===== src/rtl/uart_pkg.sv =====
// Shared definitions for the parametrised UART transmitter: FSM states,
// parity mode encodings and the default bit period.
package uart_pkg;

    typedef enum logic [2:0] {
        IDLE,
        START,
        DATA,
        PARITY,
        STOP
    } tx_state_e;

    localparam int unsigned PARITY_NONE = 0;
    localparam int unsigned PARITY_ODD  = 1;
    localparam int unsigned PARITY_EVEN = 2;

    // 50 MHz system clock / 115200 baud
    localparam int unsigned DEFAULT_CLKS_PER_BIT = 434;

    // Even mode sends the XOR of the data bits, odd mode its complement.
    // Narrower words are zero-extended, which leaves the XOR unchanged.
    function automatic logic parity_bit(input logic [8:0] data, input int unsigned mode);
        return (mode == PARITY_EVEN) ? ^data : ~^data;
    endfunction

endpackage


===== src/rtl/uart_tx_fifo.sv =====
// Synchronous first-word-fall-through FIFO feeding the UART transmitter;
// dout_o is valid whenever empty_o is low.
module uart_tx_fifo #(
    parameter int unsigned WIDTH = 8,
    parameter int unsigned DEPTH = 4
) (
    input  logic                     clk_i,
    input  logic                     rst_i,
    input  logic                     push_i,
    input  logic                     pop_i,
    input  logic [WIDTH-1:0]         din_i,
    output logic [WIDTH-1:0]         dout_o,
    output logic [$clog2(DEPTH):0]   count_o,
    output logic                     full_o,
    output logic                     empty_o
);

    localparam int unsigned AW = $clog2(DEPTH);
    localparam logic [AW:0] FULL_COUNT = (AW+1)'(DEPTH);

    logic [WIDTH-1:0] mem_q [DEPTH];
    logic [AW-1:0]    wr_ptr_q;
    logic [AW-1:0]    rd_ptr_q;
    logic [AW:0]      count_q;
    logic             do_push;
    logic             do_pop;

    assign full_o  = (count_q == FULL_COUNT);
    assign empty_o = (count_q == '0);
    assign do_push = push_i && !full_o;
    assign do_pop  = pop_i && !empty_o;
    assign dout_o  = mem_q[rd_ptr_q];
    assign count_o = count_q;

    always_ff @(posedge clk_i) begin
        if (do_push) begin
            mem_q[wr_ptr_q] <= din_i;
        end
    end

    always_ff @(posedge clk_i) begin
        if (rst_i) begin
            wr_ptr_q <= '0;
            rd_ptr_q <= '0;
            count_q  <= '0;
        end else begin
            if (do_push) begin
                wr_ptr_q <= wr_ptr_q + 1'b1;
            end
            if (do_pop) begin
                rd_ptr_q <= rd_ptr_q + 1'b1;
            end
            case ({do_push, do_pop})
                2'b10:   count_q <= count_q + 1'b1;
                2'b01:   count_q <= count_q - 1'b1;
                default: count_q <= count_q;
            endcase
        end
    end

endmodule


===== src/rtl/uart_tx_param.sv =====
// Parametrised UART transmitter: FIFO-buffered words are sent LSB first with
// optional parity and 1 or 2 stop bits, frames back-to-back with no idle gap.
module uart_tx_param
    import uart_pkg::*;
#(
    parameter int unsigned CLKS_PER_BIT = DEFAULT_CLKS_PER_BIT,
    parameter int unsigned DATA_BITS    = 8,
    parameter int unsigned PARITY_MODE  = PARITY_NONE,
    parameter int unsigned STOP_BITS    = 1,
    parameter int unsigned FIFO_DEPTH   = 4
) (
    input  logic                          CLOCK,
    input  logic                          RESET,
    input  logic                          TX_DATA_VALID,
    input  logic [DATA_BITS-1:0]          TX_BYTE,
    output logic                          O_TX_READY,
    output logic                          O_TX_SERIAL,
    output logic                          O_TX_BUSY,
    output logic                          O_TX_DONE,
    output logic [$clog2(FIFO_DEPTH):0]   O_FIFO_COUNT
);

    localparam int unsigned BW = $clog2(CLKS_PER_BIT);
    localparam int unsigned IW = $clog2(DATA_BITS);
    localparam logic [BW-1:0] BAUD_LAST = BW'(CLKS_PER_BIT - 1);
    localparam logic [BW-1:0] BAUD_PRE  = BW'(CLKS_PER_BIT - 2);
    localparam logic [IW-1:0] BIT_LAST  = IW'(DATA_BITS - 1);
    localparam logic          STOP_LAST = 1'(STOP_BITS - 1);

    generate
        if (DATA_BITS < 5 || DATA_BITS > 9) begin : g_bad_data_bits
            $error("uart_tx_param: DATA_BITS must be 5..9");
        end
        if (STOP_BITS < 1 || STOP_BITS > 2) begin : g_bad_stop_bits
            $error("uart_tx_param: STOP_BITS must be 1 or 2");
        end
        if (FIFO_DEPTH < 2 || (FIFO_DEPTH & (FIFO_DEPTH - 1)) != 0) begin : g_bad_depth
            $error("uart_tx_param: FIFO_DEPTH must be a power of two >= 2");
        end
        if (CLKS_PER_BIT < 2) begin : g_bad_cpb
            $error("uart_tx_param: CLKS_PER_BIT must be >= 2");
        end
        if (PARITY_MODE > PARITY_EVEN) begin : g_bad_parity
            $error("uart_tx_param: PARITY_MODE must be 0, 1 or 2");
        end
    endgenerate

    tx_state_e             state_q;
    logic [BW-1:0]         baud_q;
    logic [IW-1:0]         bit_q;
    logic                  stop_q;
    logic [DATA_BITS-1:0]  shift_q;
    logic                  par_q;
    logic                  serial_q;
    logic                  busy_q;
    logic                  done_q;

    logic                  fifo_push;
    logic                  fifo_pop;
    logic                  fifo_full;
    logic                  fifo_empty;
    logic [DATA_BITS-1:0]  fifo_dout;
    logic                  baud_end;
    logic                  stop_end;

    assign O_TX_READY = !fifo_full;
    assign fifo_push  = TX_DATA_VALID && O_TX_READY;
    assign baud_end   = (baud_q == BAUD_LAST);
    assign stop_end   = (state_q == STOP) && baud_end && (stop_q == STOP_LAST);
    assign fifo_pop   = !fifo_empty && ((state_q == IDLE) || stop_end);

    uart_tx_fifo #(
        .WIDTH (DATA_BITS),
        .DEPTH (FIFO_DEPTH)
    ) u_fifo (
        .clk_i   (CLOCK),
        .rst_i   (RESET),
        .push_i  (fifo_push),
        .pop_i   (fifo_pop),
        .din_i   (TX_BYTE),
        .dout_o  (fifo_dout),
        .count_o (O_FIFO_COUNT),
        .full_o  (fifo_full),
        .empty_o (fifo_empty)
    );

    // The shift register moves right once per data bit, so shift_q[0] is
    // always the bit on the line; parity is captured when the word is popped.
    always_ff @(posedge CLOCK) begin
        if (RESET) begin
            state_q  <= IDLE;
            baud_q   <= '0;
            bit_q    <= '0;
            stop_q   <= 1'b0;
            shift_q  <= '0;
            par_q    <= 1'b0;
            serial_q <= 1'b1;
            busy_q   <= 1'b0;
            done_q   <= 1'b0;
        end else begin
            done_q <= 1'b0;
            baud_q <= baud_end ? '0 : baud_q + 1'b1;
            unique case (state_q)
                IDLE: begin
                    baud_q <= '0;
                    if (fifo_pop) begin
                        shift_q  <= fifo_dout;
                        par_q    <= parity_bit(9'(fifo_dout), PARITY_MODE);
                        bit_q    <= '0;
                        stop_q   <= 1'b0;
                        serial_q <= 1'b0;
                        busy_q   <= 1'b1;
                        state_q  <= START;
                    end
                end
                START: begin
                    if (baud_end) begin
                        serial_q <= shift_q[0];
                        state_q  <= DATA;
                    end
                end
                DATA: begin
                    if (baud_end) begin
                        if (bit_q == BIT_LAST) begin
                            if (PARITY_MODE != PARITY_NONE) begin
                                serial_q <= par_q;
                                state_q  <= PARITY;
                            end else begin
                                serial_q <= 1'b1;
                                stop_q   <= 1'b0;
                                state_q  <= STOP;
                            end
                        end else begin
                            serial_q <= shift_q[1];
                            shift_q  <= shift_q >> 1;
                            bit_q    <= bit_q + 1'b1;
                        end
                    end
                end
                PARITY: begin
                    if (baud_end) begin
                        serial_q <= 1'b1;
                        stop_q   <= 1'b0;
                        state_q  <= STOP;
                    end
                end
                STOP: begin
                    // Raise done one cycle early so the registered pulse
                    // lines up with the final stop cycle.
                    if (baud_q == BAUD_PRE && stop_q == STOP_LAST) begin
                        done_q <= 1'b1;
                    end
                    if (baud_end) begin
                        if (stop_q != STOP_LAST) begin
                            stop_q <= 1'b1;
                        end else if (fifo_pop) begin
                            shift_q  <= fifo_dout;
                            par_q    <= parity_bit(9'(fifo_dout), PARITY_MODE);
                            bit_q    <= '0;
                            stop_q   <= 1'b0;
                            serial_q <= 1'b0;
                            state_q  <= START;
                        end else begin
                            serial_q <= 1'b1;
                            busy_q   <= 1'b0;
                            state_q  <= IDLE;
                        end
                    end
                end
                default: begin
                    serial_q <= 1'b1;
                    busy_q   <= 1'b0;
                    state_q  <= IDLE;
                end
            endcase
        end
    end

    assign O_TX_SERIAL = serial_q;
    assign O_TX_BUSY   = busy_q;
    assign O_TX_DONE   = done_q;

endmodule


===== config.mk =====
export PLATFORM = sky130hd
export DESIGN_NAME = uart_tx_param
export DESIGN_NICKNAME = d
export VERILOG_FILES = /design/src/rtl/uart_pkg.sv /design/src/rtl/uart_tx_fifo.sv /design/src/rtl/uart_tx_param.sv
export SDC_FILE = /design/constraint.sdc
export NUM_CORES = 1
export LEC_CHECK = 0
export ABC_AREA = 1
export BUFFER_PORTS_ARGS = -buffer_cell sky130_fd_sc_hd__buf_2
export CORE_MARGIN = 2
export CORE_UTILIZATION = 50
export CTS_CLUSTER_SIZE = 24
export DETAILED_ROUTE_END_ITERATION = 7
export PLACE_DENSITY = 0.67
export SYNTH_ARGS = -nofsm -noshare
export SYNTH_HDL_FRONTEND = slang
export SYNTH_SLANG_ARGS = --single-unit

===== constraint.sdc =====
create_clock -name CLOCK -period 2.6 [get_ports CLOCK]
set_clock_uncertainty 0.1 [all_clocks]
set_input_delay 0.39 -clock CLOCK [delete_from_list [all_inputs] [get_ports CLOCK]]
set_output_delay 0.39 -clock CLOCK [all_outputs]
set_load 0.01 [all_outputs]

# After elaboration in Yosys (flattened, before gate mapping)

Memories as Yosys holds them, arrays and structs flattened. A register that Yosys moved wholly into a read port is not among the register bits.
Cells that the tools add are included.

Add/subtract/negate cells: 6
Equality and inequality tests: 19
Multiplexer cells: 47
Bitwise logic cells: 3
Reductions and logical operators: 23

Operator list:

| operator                                       | number |
|---|---|
| 2-to-1 mux 8 bit                               | 5 |
| 2-to-1 mux 3 bit                               | 12 |
| case mux 8 bit (3 select lines)                | 1 |
| 2-to-1 mux 1 bit                               | 21 |
| == test 9 bit (second input constant)          | 2 |
| != test 2 bit (second input constant)          | 8 |
| case mux 3 bit (5 select lines)                | 1 |
| AND reduction 6 bit                            | 2 |
| AND reduction 5 bit                            | 2 |
| adder 9 x 1 -> 9 bit (second input constant)   | 1 |
| == test 3 bit (second input constant)          | 3 |
| case mux 3 bit (3 select lines)                | 1 |
| logical AND 1 bit                              | 7 |
| AND reduction 7 bit                            | 1 |
| adder 3 x 1 -> 3 bit (second input constant)   | 2 |
| == test 3 x 2 -> 1 bit (second input constant) | 2 |
| logical NOT 3 bit                              | 2 |
| case mux 3 bit (2 select lines)                | 1 |
| OR reduction 3 bit                             | 2 |
| case mux 1 bit (5 select lines)                | 1 |
| adder 2 x 1 -> 2 bit (second input constant)   | 2 |
| 2-to-1 mux 2 bit                               | 2 |
| case mux 1 bit (4 select lines)                | 1 |
| nonzero test 4 bit                             | 1 |
| 12 further kinds                               | 15 |

Bits in registers: 34
Bits in writable memories: 32
Bits of input ports: 11
Output and inout bits: 7
Logic and storage cells: 110
Memories: 1

Memories:

| memory       | depth | width | rd ports | clocked after memory_dff | write ports | line               | text |
|---|---|---|---|---|---|---|---|
| u_fifo.mem_q | 4     | 8     | 1        | 1                        | 1           | uart_tx_fifo.sv:21 | `logic [WIDTH-1:0] mem_q [DEPTH];` |

# Depth between registers and ports, before layout

Gate-level depths: netlist of run 1.

Word-level depth: 9
Gate-level depth with buffers: 12
Depth with buffers taken out: 12

# By module

A second synthesis of run 1 with hierarchy kept.

Cell total of the unflattened synthesis: 353
Area total of the unflattened synthesis: 3081.7 sq um

By module, submodules not included:

| module        | times used | cells each | area an instance (sq um) | sequential area each (sq um) |
|---|---|---|---|---|
| uart_tx_fifo  | 1          | 146        | 1691.6                   | 1141.1 |
| uart_tx_param | 1          | 207        | 1390.1                   | 520.5 |

# Least setup slack after synthesis of run 1

Ideal clock, no wire load.

Path kind: register to register
Start point: register u_fifo.count_q[0], in the netlist u_fifo.count_o[0]
End point: register u_fifo.count_q[2], in the netlist u_fifo.count_o[2]
Setup time: 0.070 ns
Arrival: 1.884 ns
Data required time: 2.430 ns
Path slack: 0.546 ns
Cell stages (with the launch flop): 10
Buffers on the path: 0
Clock period less this slack: 2.054 ns
Path through: dfxtp_1 inv_1 nand3_1 nand2_1 ha_1 fa_1 a21oi_1 o21a_1 o21ai_0 a21oi_1

Word-level cells in the longest chain between the ends: 6
Elaborated cells on any way between the ends: 14
Those cells by class: add/sub (2); eq/ne (3); mux (1); reduce/logical (8)

Ends and longest elaborated chain:

| element                                                                      | line                | text |
|---|---|---|
| start, declared                                                              | uart_tx_fifo.sv:24  | `logic [AW:0] count_q;` |
| start signal, assigned                                                       | uart_tx_fifo.sv:54  | `2'b10: count_q <= count_q + 1'b1;` |
| start signal, assigned                                                       | uart_tx_fifo.sv:55  | `2'b01: count_q <= count_q - 1'b1;` |
| start signal, assigned                                                       | uart_tx_fifo.sv:56  | `default: count_q <= count_q;` |
| == test 3 bit *                                                              | uart_tx_fifo.sv:28  | `assign full_o = (count_q == FULL_COUNT);` |
| logical NOT 1 bit *                                                          | uart_tx_param.sv:66 | `assign O_TX_READY = !fifo_full;` |
| net O_TX_READY                                                               | uart_tx_param.sv:16 | `output logic O_TX_READY,` |
| logical AND 1 bit                                                            | uart_tx_param.sv:67 | `assign fifo_push = TX_DATA_VALID && O_TX_READY;` |
| logical AND 1 bit *                                                          | uart_tx_fifo.sv:30  | `assign do_push = push_i && !full_o;` |
| == test 2 x 1 -> 1 bit / == test 2 bit (equally long branches)               | uart_tx_fifo.sv:53  | `case ({do_push, do_pop})` |
| case mux 3 bit (2 select lines) / nonzero test 2 bit (equally long branches) | -                   |  |

The timed path passes the listed nets; every way through them passes the cells marked *.
A chain may end at the register's enable or synchronous reset.

# Final worst setup path of run 1

Start point: register baud_q[0]
End point: register u_fifo.count_q[1], in the netlist u_fifo.count_o[1]

Word-level cells in the longest chain between the ends: 8
Elaborated cells on any way between the ends: 10
Those cells by class: eq/ne (3); mux (1); reduce/logical (6)

Ends and longest elaborated chain:

| element                                                                      | line                 | text |
|---|---|---|
| start, declared                                                              | uart_tx_param.sv:49  | `logic [BW-1:0] baud_q;` |
| start signal, assigned                                                       | uart_tx_param.sv:102 | `baud_q <= baud_end ? '0 : baud_q + 1'b1;` |
| == test 9 bit *                                                              | uart_tx_param.sv:68  | `assign baud_end = (baud_q == BAUD_LAST);` |
| logical AND 1 bit * (2 in a row)                                             | uart_tx_param.sv:69  | `assign stop_end = (state_q == STOP) && baud_end && (stop_q == STOP_LAST);` |
| logical OR 1 bit *                                                           | uart_tx_param.sv:70  | `assign fifo_pop = !fifo_empty && ((state_q == IDLE) \|\| stop_end);` |
| logical AND 1 bit *                                                          | uart_tx_param.sv:70  |  |
| logical AND 1 bit *                                                          | uart_tx_fifo.sv:31   | `assign do_pop = pop_i && !empty_o;` |
| net u_fifo.do_pop                                                            | uart_tx_fifo.sv:26   | `logic do_pop;` |
| == test 2 x 1 -> 1 bit / == test 2 bit (equally long branches)               | uart_tx_fifo.sv:53   |  |
| case mux 3 bit (2 select lines) / nonzero test 2 bit (equally long branches) | -                    |  |

Marks and branches as above.

==> results by group, run 1 <==
Status
  • Outcome: finished, final reports clean

Clock network
  • Clk sinks: 67
  • Postcts setup bufs: 0
  • H-tree depth: 3
  • Clock Latency Late Sink: 0.33 ns
  • CTS tree: done
  • Root Driver: clkbuf_8
  • Num CTS Buffers: 9
  • Clk buf depth: 2
  • Clk pin slew, worst setup/hold paths: roughly 0.07 ns
  • CTS resizes: 0
  • Hold_buf cts: 0

Worst setup path
  • Startpoint types: register
  • Crit-path max FO: 5
  • Critical Path AT: ~2.4 ns
  • Largest stage delay, worst path: between 0.4 and 0.5 ns
  • Reg2reg setup slack: 0.36 ns
  • Crit-path most repeated cell: ha_1
  • CP endpoint kind: register
  • CP required: roughly 2.7 ns
  • Crit path max-delay family: adder cells
  • Cell breakdown of the critical path: ha_1 -> nand2_1 -> nor2_1 -> nand2_4 -> a21oi_2 -> ha_1 -> fa_1 -> o21ai_0 -> a21oi_1
  • Crit path kind: register to register
  • CP bufs+invs: 0
  • CP max-delay cell: fa_1

Timing
  • Setup TNS: 0 ns
  • Minimum clock period after layout: approximately 2.2 ns
  • Max transition margin: 0.715
  • Final setup violation count: 0
  • RSZ-0062 raised after global routing: no
  • Slew @ Worst Pin: 0.427 ns
  • Max Slew Vio Count: 0
  • Final Cycle Share: 0.862
  • Fmax: 446 MHz
  • Hold Vio Cnt, Final: 0

Logic synthesis
  • Syn_area_per_cell: 8.75 µm²
  • Synthesized Nets: between 300 and 400
  • Synth top area cells: edfxtp_1 32%, dfxtp_1 23%, nand2_1 10%
  • Commonest cells in the netlist: 81 x nand2_1, 48 x nor2_1, 35 x dfxtp_1, 32 x edfxtp_1, 29 x nand3_1
  • Asr flop ratio synth: 0
  • Post-synthesis sequential area ratio: 0.546
  • Post-synthesis cell count: around 350
  • Yosys top cell by area: edfxtp_1
  • Post-synth top flop: dfxtp_1
  • Yosys warns: 0
  • Yosys reg bits: 67
  • EDFF count, synth: 32
  • Top-area cell type share of the netlist area: 0.316
  • Post-synth cell types: 30
  • Most common cell in the netlist: nand2_1
  • Post-Syn Area: 0.00304 mm²

Layout
  • Fin util: 0.575
  • Area occupied by multi-input gates: 0.00119 mm²
  • N_diodes: 0
  • Area Overhead vs Synth: 11.3%
  • Final net count: approximately 400
  • Design Area, Final: 0.00339 mm²
  • Reg area: ~0.0017 mm²
  • Proportion of layout cells with a drive suffix above 1: 0.159
  • Number of fill cells: roughly 540

Placed design
  • Placed cell area: ~0.0032 mm²
  • DP HPWL: 3.58 mm
  • PortBufs: 17
  • Gpl congestion: 0.788

Min path
  • Worst hold path class: input port to register

GRT
  • GR Layer Usage met2: 0.281
  • Met3 Use GR: 0.0396
  • Largest net degree at the start of global routing: 21
  • Initial antenna violation count: 0
  • Grt peak-use layer: met2
  • GR Overflow Total: 0
  • First-pass GRT wire length: roughly 8.9 mm
  • Vias in the first global route: roughly 2000
  • M1 GR Usage: 0.236
  • Aggregate global-route resource usage: 0.180

Routing
  • Final ANT Viol Nets: 0
  • DR vias: roughly 2200
  • Wire per inst: between 10 and 15 µm
  • DR vias/cell: ~4.9
  • Remaining DRCs: 0
  • Routed WL: about 5.3 mm
  • DRT iter0 DRCs: ~180
  • 1st-pass router iterations: 4

Run
  • # Max-Cap Violations: 0

Floorplanning
  • Die area: approximately 0.0067 mm²
  • Starting Density: 0.517
  • I/O pin total: 18
  • Core area: approximately 0.006 mm²
  • Die height: a little over 80 µm
  • Site row count: 28
  • Die Width: between 80 and 90 µm

Power
  • Leakage: ~1.5 nW
  • Net Sw Power: 1.45 mW
  • Pint: ~2.2 mW
  • Maximum vdd drop: 0.692 mV
  • Power Density: between 1000 and 1500 mW/mm²
  • Combinational Power Share: 0.403
  • Switching Share: 0.396
  • Sequential share of power: 0.396
  • Clock power frac: 0.200
-- per-layer routing --
layer  vias up  wire length (µm)  share of wire
met5         -                 0              0
met4         0                82          0.016
met3         7               116          0.022
met2        23              2430           0.46
met1       990              2620           0.50
li1       1179                 -              -
-- placed cells by master, fill, tap and decap left out, types with 2 or more instances in the layout --
cell type / Yosys / routed
clkbuf_8: 0 / 10
dfxtp_1: 35 / 35
clkinv_2: 0 / 2
buf_2: 3 / 17
nor3b_1: 2 / 2
nor2_4: 2 / 2
o21ai_1: 5 / 5
a21oi_1: 19 / 19
ha_1: 10 / 10
or2_2: 3 / 3
edfxtp_1: 32 / 32
inv_2: 9 / 9
nor3_1: 4 / 4
nand2_1: 81 / 81
nor2_1: 48 / 48
inv_1: 27 / 27
o21ai_0: 15 / 15
nand2_4: 4 / 4
nand2_2: 2 / 2
xor2_1: 3 / 3
clkbuf_1: 4 / 2
buf_4: 0 / 6
nand3_1: 29 / 29
-- registers in the layout, summed over array words and instances, names as in the netlist, named ones only --
name	cells
u_fifo.wr_ptr_q	2
u_fifo.count_o	3
O_TX_BUSY	1
u_fifo.rd_ptr_q	2
shift_q	8
baud_q	9
bit_q	3
O_TX_SERIAL	1
state_q	3
O_TX_DONE	1
u_fifo.mem_q	32
-- power by group through the flow --
| stage | clock (mW) | sequential [mW] | combinational [mW] |
|---|---|---|---|
| after floorplan | 0 | 1.46 | 1.22 |
| after global placement | 0 | 1.47 | 1.46 |
| after detailed placement | 0 | 1.48 | 1.48 |
| after CTS | 0.764 | 1.45 | 1.49 |
| after global routing | 0.806 | 1.48 | 1.73 |
| final | 0.735 | 1.45 | 1.48 |
-- cell type report --
type,instances,area share
Sequential cell,67,0.491
Multi-Input combinational cell,236,0.353
Clock buffer,12,0.0429
Inverter,36,0.0399
Timing Repair Buffer,23,0.0384
Tap cell,75,0.0277
Clock inverter,4,0.00776
-- path summary, 6_finish.rpt --
| check | to | depth (start not counted) | from |
|---|---|---|---|
| worst max-delay path | u_fifo.count_o[1] | 9 | baud_q[0] |
| worst min-delay path | u_fifo.mem_q[1][4] | 1 | TX_BYTE[4] |
| worst max register to register | u_fifo.count_o[1] | 9 | baud_q[0] |
| worst min register to register | O_TX_BUSY | 2 | O_TX_BUSY |
-- cells by family (layout without fill, tap and decap cells) --
group,count (synthesis),count (layout),synth area share
AO/OA/AOI/OAI,43,43,0.0769
AND/OR/NAND/NOR,179,179,0.259
adder cells (fa/ha/maj),11,11,0.0477
buffers and inverters,45,75,0.0616
flip-flops,67,67,0.546
XOR/XNOR,3,3,0.00863
-- through the flow --
step	power (mW)	cells	worst slack [ns]	hold WS (ns)
floorplan	2.68	348	0.546	0.345
global placement	2.92	437	0.473	0.360
detailed placement	2.95	437	0.400	0.375
CTS	3.71	453	0.374	0.157
global route	4.01	453	0.191	0.155
finish	3.67	453	0.358	0.174
Note: power is estimated with default switching activity, not from simulation.
==> run 2, diff against run 1 <==
--- a/config.mk
+++ b/config.mk
@@ -6,12 +6,13 @@
 export NUM_CORES = 1
 export LEC_CHECK = 0
 export ABC_AREA = 1
-export BUFFER_PORTS_ARGS = -buffer_cell sky130_fd_sc_hd__buf_2
+export ABC_CLOCK_PERIOD_IN_PS = 2600
 export CORE_MARGIN = 2
 export CORE_UTILIZATION = 50
 export CTS_CLUSTER_SIZE = 24
 export DETAILED_ROUTE_END_ITERATION = 7
-export PLACE_DENSITY = 0.67
+export DONT_BUFFER_PORTS = 1
+export PLACE_DENSITY = 0.64
 export SYNTH_ARGS = -nofsm -noshare
 export SYNTH_HDL_FRONTEND = slang
 export SYNTH_SLANG_ARGS = --single-unit
==> run 2 against run 1 <==
  * Worst hold slack got worse by 0.13 ns
  * Utilization fell by 0.98 points
  * First-iteration DRC count fell by 21%
  * Critical endpoint is now u_fifo.count_o[2]
  * Largest power group is now sequential cells
==> results by group, run 2 (synthesized netlist as in run 1, its figures left out) <==
Placed design
  • Gpl congestion: 0.715 (was 0.788)
  • PortBufs: 0 (was 17)
  • Placed cell area: 0.00313 mm² (was 0.00322 mm²)
  • Cells after DPL: 420 (was 437)
  • DP HPWL: 3.67 mm (was 3.58 mm)

Floorplanning
  • Site row count: 28 (unchanged)
  • Die height: 82.0 µm (unchanged)
  • Die Width: 82.0 µm (unchanged)
  • Starting Density: 0.517 (unchanged)
  • I/O pin total: 18 (unchanged)
  • Core area: 0.00589 mm² (unchanged)
  • Die area: 0.00673 mm² (unchanged)

GRT
  • Initial antenna violation count: 0 (unchanged)
  • Aggregate global-route resource usage: 0.188 (was 0.180)
  • Largest net degree at the start of global routing: 21 (unchanged)
  • First-pass GRT wire length: 9.23 mm (was 8.94 mm)
  • Vias in the first global route: 2005 (was 2013)
  • GR Overflow Total: 0 (unchanged)

Routing
  • Final ANT Viol Nets: 0 (unchanged)
  • Routed WL: 5.41 mm (was 5.25 mm)
  • Remaining DRCs: 0 (unchanged)
  • 1st-pass router iterations: 5 (was 4)
  • DRT iter0 DRCs: 142 (was 179)
  • DR vias/cell: 4.96 (was 4.85)
  • DR vias: 2169 (was 2199)
  • Wire per inst: 12.4 µm (was 11.6 µm)

Layout
  • Final net count: 379 (was 395)
  • N_diodes: 0 (unchanged)
  • Max FFs per register: 32 (unchanged)
  • Area Overhead vs Synth: 9.37% (was 11.3%)
  • Layout Cells excl Fill: 437 (was 453)
  • Biggest register: u_fifo.mem_q (unchanged)
  • Most frequent cells in the layout: 81 x nand2_1, 48 x nor2_1, 35 x dfxtp_1 (unchanged)
  • Proportion of layout cells with a drive suffix above 1: 0.116 (was 0.159)
  • Top Registers: u_fifo.mem_q (32), baud_q (9), shift_q (8) (unchanged)
  • Number of fill cells: 547 (was 539)
  • Design Area, Final: 0.00333 mm² (was 0.00339 mm²)
  • Commonest non-fill, non-tap cell in the layout: nand2_1 (unchanged)

Min path
  • Hold Crit Depth: 0 (was 1)
  • Worst hold path class: input port to register (unchanged)
  • Worst Min Path Start: TX_BYTE[4] (unchanged)

Timing
  • Minimum clock period after layout: 2.32 ns (was 2.24 ns)
  • Final Cycle Share: 0.891 (was 0.862)
  • Max transition margin: 0.699 (was 0.715)
  • Max Slew Vio Count: 0 (unchanged)
  • Slew @ Worst Pin: 0.450 ns (was 0.427 ns)
  • Final setup violation count: 0 (unchanged)
  • Hold Vio Cnt, Final: 0 (unchanged)
  • RSZ-0062 raised after global routing: no (unchanged)
  • Fmax: 431 MHz (was 446 MHz)
  • Setup TNS: 0 ns (unchanged)

Clock network
  • H-tree depth: 3 (unchanged)
  • Clk pin slew, worst setup/hold paths: 0.07 ns (about the same)
  • Clock Latency Late Sink: 0.34 ns (was 0.33 ns)
  • CTS tree: done (unchanged)
  • Num CTS Buffers: 9 (unchanged)
  • Clk sinks: 67 (unchanged)
  • Root Driver: clkbuf_8 (unchanged)
  • CTS resizes: 0 (unchanged)
  • Clk buf depth: 2 (unchanged)

Worst setup path
  • Crit path max-delay family: adder cells (unchanged)
  • CP max-delay cell: dfxtp_1 (was fa_1)
  • Critical Path AT: 2.49 ns (was 2.36 ns)
  • Crit-path most repeated cell: a21oi_1 (was ha_1)
  • Crit-path max FO: 9 (was 5)
  • Cell breakdown of the critical path: inv_1 -> nand3_1 -> nand2_1 -> ha_1 -> fa_1 -> a21oi_1 -> o21a_1 -> o21ai_0 -> a21oi_1 (was ha_1 -> nand2_1 -> nor2_1 -> nand2_4 -> a21oi_2 -> ha_1 -> fa_1 -> o21ai_0 -> a21oi_1)
  • R2r worst-path depth: 9 (unchanged)
  • Largest stage delay, worst path: 0.52 ns (was 0.42 ns)
  • CP startpoint: u_fifo.count_o[0] (was baud_q[0])
  • Crit path kind: register to register (unchanged)
  • CP endpoint kind: register (unchanged)
  • RR Startpoint: u_fifo.count_o[0] (was baud_q[0])
  • CP bufs+invs: 1 (was 0)
  • Startpoint types: register (unchanged)
  • CP required: 2.77 ns (was 2.72 ns)
  • Crit path depth: 9 (unchanged)

Power
  • Power Density: 1120 mW/mm² (was 1080 mW/mm²)
  • Total power: 3.72 mW (was 3.67 mW)
  • Maximum vdd drop: 0.649 mV (was 0.692 mV)
  • Leakage: 1.40 nW (was 1.45 nW)

Status
  • Outcome: finished, final reports clean (unchanged)

Run
  • # Max-Cap Violations: 0 (unchanged)
[run 2: changes by cell type in the layout (fill, tap and decap cells not counted)]
cell           delta
clkinvlp_4        -1
clkbuf_1          +1
buf_2            -17
bufinv_16         +1
clkinv_4          -1
dlygate4sd3_1     +1
[run 2: worst register-to-register path, cell delays in order (launching register included)]
cell and delay (ns):
dfxtp_1 0.52, inv_1 0.11, nand3_1 0.17, nand2_1 0.20, ha_1 0.28, fa_1 0.39
a21oi_1 0.14, o21a_1 0.15, o21ai_0 0.08, a21oi_1 0.11
[run 2: metrics by stage]
step / hold slack [ns] / util / setup slack (ns)
after floorplan: 0.345 / - / 0.546
after global placement: 0.358 / 0.532 / 0.369
after detailed placement: 0.364 / 0.532 / 0.313
after CTS: 0.00188 / 0.564 / 0.276
after global routing: 0.0157 / 0.566 / 0.0767
final: 0.0464 / 0.566 / 0.282
[run 2: repair_timing]
action,CTS,global route
hold endpoints to repair,0,4
buffers inserted,0,0
hold buffers,0,1
endpoints found under the setup margin,0,0
[run 2: layout make-up]
| class | count | area, µm² | area share |
|---|---|---|---|
| Multi-Input combinational cell | 236 | 1190 | 0.359 |
| Clock inverter | 3 | 40.0 | 0.0120 |
| Timing Repair Buffer | 7 | 55.1 | 0.0165 |
| Tap cell | 75 | 93.8 | 0.0282 |
| Sequential cell | 67 | 1660 | 0.499 |
| Inverter | 36 | 135 | 0.0406 |
| Clock buffer | 13 | 149 | 0.0447 |
[run 2: final timing paths]
kind	end	slack, ns
worst max-delay path	u_fifo.count_o[2]	0.28
worst min-delay path	u_fifo.mem_q[2][4]	0.05
worst max register to register	u_fifo.count_o[2]	0.28
worst min register to register	shift_q[2]	0.38
[run 2: metal layers]
metal | routed length (µm) | vias up | track usage
met2 | 2560 | 23 | 0.281
met5 | 0 | - | 0
met1 | 2560 | 990 | 0.248
met3 | 206 | 8 | 0.0670
li1 | - | 1148 | -
met4 | 82 | 0 | 0.0767
[run 2: power by group]
group,internal (mW),switching (mW),total [mW]
Clock,0.467,0.360,0.827
Combinational,0.485,0.932,1.42
Sequential,1.33,0.150,1.48
Total,2.28,1.44,3.72
==> run 3, diff against run 2 <==
--- a/config.mk
+++ b/config.mk
@@ -15,4 +15,5 @@
 export PLACE_DENSITY = 0.64
 export SYNTH_ARGS = -nofsm -noshare
 export SYNTH_HDL_FRONTEND = slang
+export SYNTH_HIERARCHICAL = 1
 export SYNTH_SLANG_ARGS = --single-unit
==> run 3 against run 2 <==
  * Flip-flop and latch count unchanged
  * Cell count grew 1.8%
  * Utilization fell by 0.22 points
  * Via count is essentially flat
  * Highest routed layer unchanged
==> results by group, run 3 <==
Placed design
  • PortBufs: 0 (unchanged)
  • DP HPWL: 3.65 mm (was 3.67 mm)
  • Dpl ws: 0.172 ns (was 0.313 ns)
  • Gpl congestion: 0.773 (was 0.715)

Logic synthesis
  • EDFF count, synth: 32 (unchanged)
  • Simple-gate share of the synthesized area: 0.216 (was 0.259)
  • Post-synth top flop: dfxtp_1 (unchanged)
  • Post-Syn Area: 0.00308 mm² (was 0.00304 mm²)
  • Post-synth cell types: 28 (was 30)
  • Yosys top cell by area: edfxtp_1 (unchanged)
  • Top-area cell type share of the netlist area: 0.312 (was 0.316)
  • Syn_area_per_cell: 8.73 µm² (was 8.75 µm²)
  • Post-synthesis xor/xnor area fraction: 0.00284 (was 0.00863)
  • Main combinational cell family by area after synthesis: simple AND/OR/NAND/NOR gates (unchanged)
  • Yosys reg bits: 67 (unchanged)
  • Post-synthesis cell count: 353 (was 348)
  • Post-synthesis mux area share: 0 (unchanged)
  • Compound-cell area share of the yosys netlist: 0.109 (was 0.0769)
  • Most common cell in the netlist: nand2_1 (unchanged)
  • Asr flop ratio synth: 0 (unchanged)
  • Synthesized Nets: 375 (was 370)
  • Post-synthesis sequential area ratio: 0.539 (was 0.546)
  • Commonest cells in the netlist: 67 x nand2_1, 57 x nor2_1, 50 x inv_1, 35 x dfxtp_1, 32 x edfxtp_1 (was 81 x nand2_1, 48 x nor2_1, 35 x dfxtp_1, 32 x edfxtp_1, 29 x nand3_1)
  • Yosys warns: 6 (was 0)
  • Post-Synth Adder-Cell Area: 0.0471 (was 0.0477)
  • Synth top area cells: edfxtp_1 31%, dfxtp_1 23%, nand2_1 8.2% (was edfxtp_1 32%, dfxtp_1 23%, nand2_1 10%)

Run
  • # Max-Cap Violations: 0 (unchanged)

Timing
  • Slew @ Worst Pin: 0.574 ns (was 0.450 ns)
  • Minimum clock period after layout: 2.41 ns (was 2.32 ns)
  • Final setup violation count: 0 (unchanged)
  • Fmax: 414 MHz (was 431 MHz)
  • Max transition margin: 0.616 (was 0.699)
  • Setup TNS: 0 ns (unchanged)
  • Max Slew Vio Count: 0 (unchanged)
  • Hold Vio Cnt, Final: 0 (unchanged)
  • Final Cycle Share: 0.928 (was 0.891)
  • RSZ-0062 raised after global routing: no (unchanged)
  • Final WS setup: 0.187 ns (was 0.282 ns)

Clock network
  • Num CTS Buffers: 9 (unchanged)
  • Clk pin slew, worst setup/hold paths: 0.07 ns (about the same)
  • H-tree depth: 3 (unchanged)
  • CTS tree: done (unchanged)
  • Clk sinks: 67 (unchanged)
  • Clock Latency Late Sink: 0.34 ns (about the same)
  • Postcts setup bufs: 0 (unchanged)
  • Clk buf depth: 2 (unchanged)
  • Root Driver: clkbuf_8 (unchanged)

Status
  • Outcome: finished, final reports clean (unchanged)

Routing
  • Remaining DRCs: 0 (unchanged)
  • DRT iter0 DRCs: 76 (was 142)
  • Final ANT Viol Nets: 0 (unchanged)
  • Wire per inst: 12.0 µm (was 12.4 µm)
  • DR vias: 2167 (was 2169)
  • DR vias/cell: 4.87 (was 4.96)
  • 1st-pass router iterations: 4 (was 5)
  • Routed WL: 5.33 mm (was 5.41 mm)

Layout
  • Top Registers: u_fifo/mem_q (32), baud_q (9), shift_q (8) (was u_fifo.mem_q (32), baud_q (9), shift_q (8))
  • Max FFs per register: 32 (unchanged)
  • N_diodes: 0 (unchanged)
  • Area Overhead vs Synth: 8.89% (was 9.37%)
  • Area occupied by multi-input gates: 0.00116 mm² (was 0.00119 mm²)
  • Commonest non-fill, non-tap cell in the layout: nand2_1 (unchanged)
  • Most frequent cells in the layout: 67 x nand2_1, 57 x nor2_1, 50 x inv_1 (was 81 x nand2_1, 48 x nor2_1, 35 x dfxtp_1)
  • Final net count: 387 (was 379)
  • Proportion of layout cells with a drive suffix above 1: 0.116 (about the same)
  • Biggest register: u_fifo/mem_q (was u_fifo.mem_q)
  • Fin util: 0.563 (was 0.566)
  • Reg area: 0.00166 mm² (about the same)
  • Number of fill cells: 547 (unchanged)

Min path
  • Hold Crit Endpoint: O_TX_BUSY (was u_fifo.mem_q[2][4])
  • Worst hold path class: input port to register (unchanged)
  • Hold Crit Depth: 1 (was 0)
  • Worst Min Path Start: RESET (was TX_BYTE[4])

Power
  • Maximum vdd drop: 0.518 mV (was 0.649 mV)
  • Power Density: 1060 mW/mm² (was 1120 mW/mm²)
  • Leakage: 1.42 nW (was 1.40 nW)

Worst setup path
  • Startpoint types: register (unchanged)
  • Crit path kind: register to register (unchanged)
  • Largest stage delay, worst path: 0.38 ns (was 0.52 ns)
  • Reg-to-Reg End: u_fifo/count_o[2] (was u_fifo.count_o[2])
  • Crit-path max FO: 4 (was 9)
  • Reg2reg setup slack: 0.19 ns (was 0.28 ns)
  • Crit-path most repeated cell: nand2_1 (was a21oi_1)
  • RR Startpoint: baud_q[1] (was u_fifo.count_o[0])
  • Critical Path AT: 2.55 ns (was 2.49 ns)
  • CP max-delay cell: fa_1 (was dfxtp_1)
  • CP required: 2.74 ns (was 2.77 ns)
  • CP endpoint kind: register (unchanged)
  • Cell breakdown of the critical path: inv_1 -> ha_1 -> nand2_1 -> nor2_1 -> nand2_2 -> nand2_2 -> nand2_1 -> inv_1 -> nand2_1 -> inv_1 -> ha_1 -> inv_1 -> fa_1 -> inv_1 -> nand2_1 -> nand3_1 -> nand2_1 -> nand2_1 -> nor2_1 (was inv_1 -> nand3_1 -> nand2_1 -> ha_1 -> fa_1 -> a21oi_1 -> o21a_1 -> o21ai_0 -> a21oi_1)
  • R2r worst-path depth: 19 (was 9)

GRT
  • First-pass GRT wire length: 8.80 mm (was 9.23 mm)
  • GR Overflow Total: 0 (unchanged)
  • Initial antenna violation count: 0 (unchanged)
  • Largest net degree at the start of global routing: 23 (was 21)
  • Vias in the first global route: 2064 (was 2005)
  • Aggregate global-route resource usage: 0.178 (was 0.188)

Floorplanning
  • Die Width: 82.5 µm (was 82.0 µm)
  • Starting Density: 0.517 (about the same)
  • I/O pin total: 18 (unchanged)
  • Site row count: 28 (unchanged)
  • Die area: 0.00681 mm² (was 0.00673 mm²)
  • Core area: 0.00596 mm² (was 0.00589 mm²)
  • Die height: 82.5 µm (was 82.0 µm)
[run 3: cell count changes after synthesis, sizes merged, moves of 3 or more]
cell	change
inv	+18
nand2	-15
nor2	+12
o22ai	+8
clkbuf	-3
a21oi	-3
or2	-4
nand3	-15
o21ai	+9
[run 3: worst max-delay path: cells and delay by family, from the launching register on]
family	cells	cell delay, ns
buf+inv	5	0.38
fa+ha+maj	3	0.68
flops	1	0.33
simple gates	11	0.82
[run 3: routing by layer]
layer | wire length (µm) | track usage
met4 | 117 | 0.0869
met1 | 2440 | 0.196
met5 | 0 | 0
met2 | 2570 | 0.308
met3 | 209 | 0.0565
[run 3: power by group]
group	internal [mW]	switching (mW)
clock	0.435	0.379
combinational	0.456	0.849
sequential	1.31	0.137
total	2.20	1.37
[run 3: worst max-delay path by stage]
stage	start	to	slack, ns	cells after the start
detailed placement	baud_q[0]	u_fifo/count_o[2]	0.17	18
global route	u_fifo/count_o[1]	u_fifo/count_o[2]	0.03	17
CTS	baud_q[0]	u_fifo/count_o[2]	0.16	18
finish	baud_q[1]	u_fifo/count_o[2]	0.19	19
floorplan	baud_q[0]	u_fifo/count_o[2]	0.36	18
global placement	baud_q[0]	u_fifo/count_o[2]	0.24	18
[run 3: area by class of cell]
type / count / area share
Sequential cell: 67 / 0.496
Clock buffer: 10 / 0.0380
Tap cell: 75 / 0.0280
Clock inverter: 6 / 0.0168
Multi-Input combinational cell: 226 / 0.345
Timing Repair Buffer: 7 / 0.0164
Inverter: 54 / 0.0604
[run 3: what timing repair did]
item | CTS | global route
resized for setup | 0 | 1
endpoints found under the hold margin | 2 | 0
setup endpoints to repair | 0 | 1
hold buffers | 1 | 0
[run 3: per-stage QoR]
stage                     instance area (µm²)  hold WS [ns]  power [mW]  instances
after floorplan                          3080         0.356        2.57        353
after global placement                   3160         0.363        2.75        428
after detailed placement                 3160         0.364        2.78        428
after CTS                                3350       0.00279        3.60        445
after global routing                     3360       0.00718        3.88        445
final                                    3360        0.0189        3.56        445
[run 3: cells by family (layout without fill, tap and decap cells)]
kind of cell,Yosys count,in the layout
AND/OR/NAND/NOR,156,156
flip-flops,67,67
buffers and inverters,60,77
AO/OA/AOI/OAI,58,58
adder cells (fa/ha/maj),11,11
XOR/XNOR,1,1
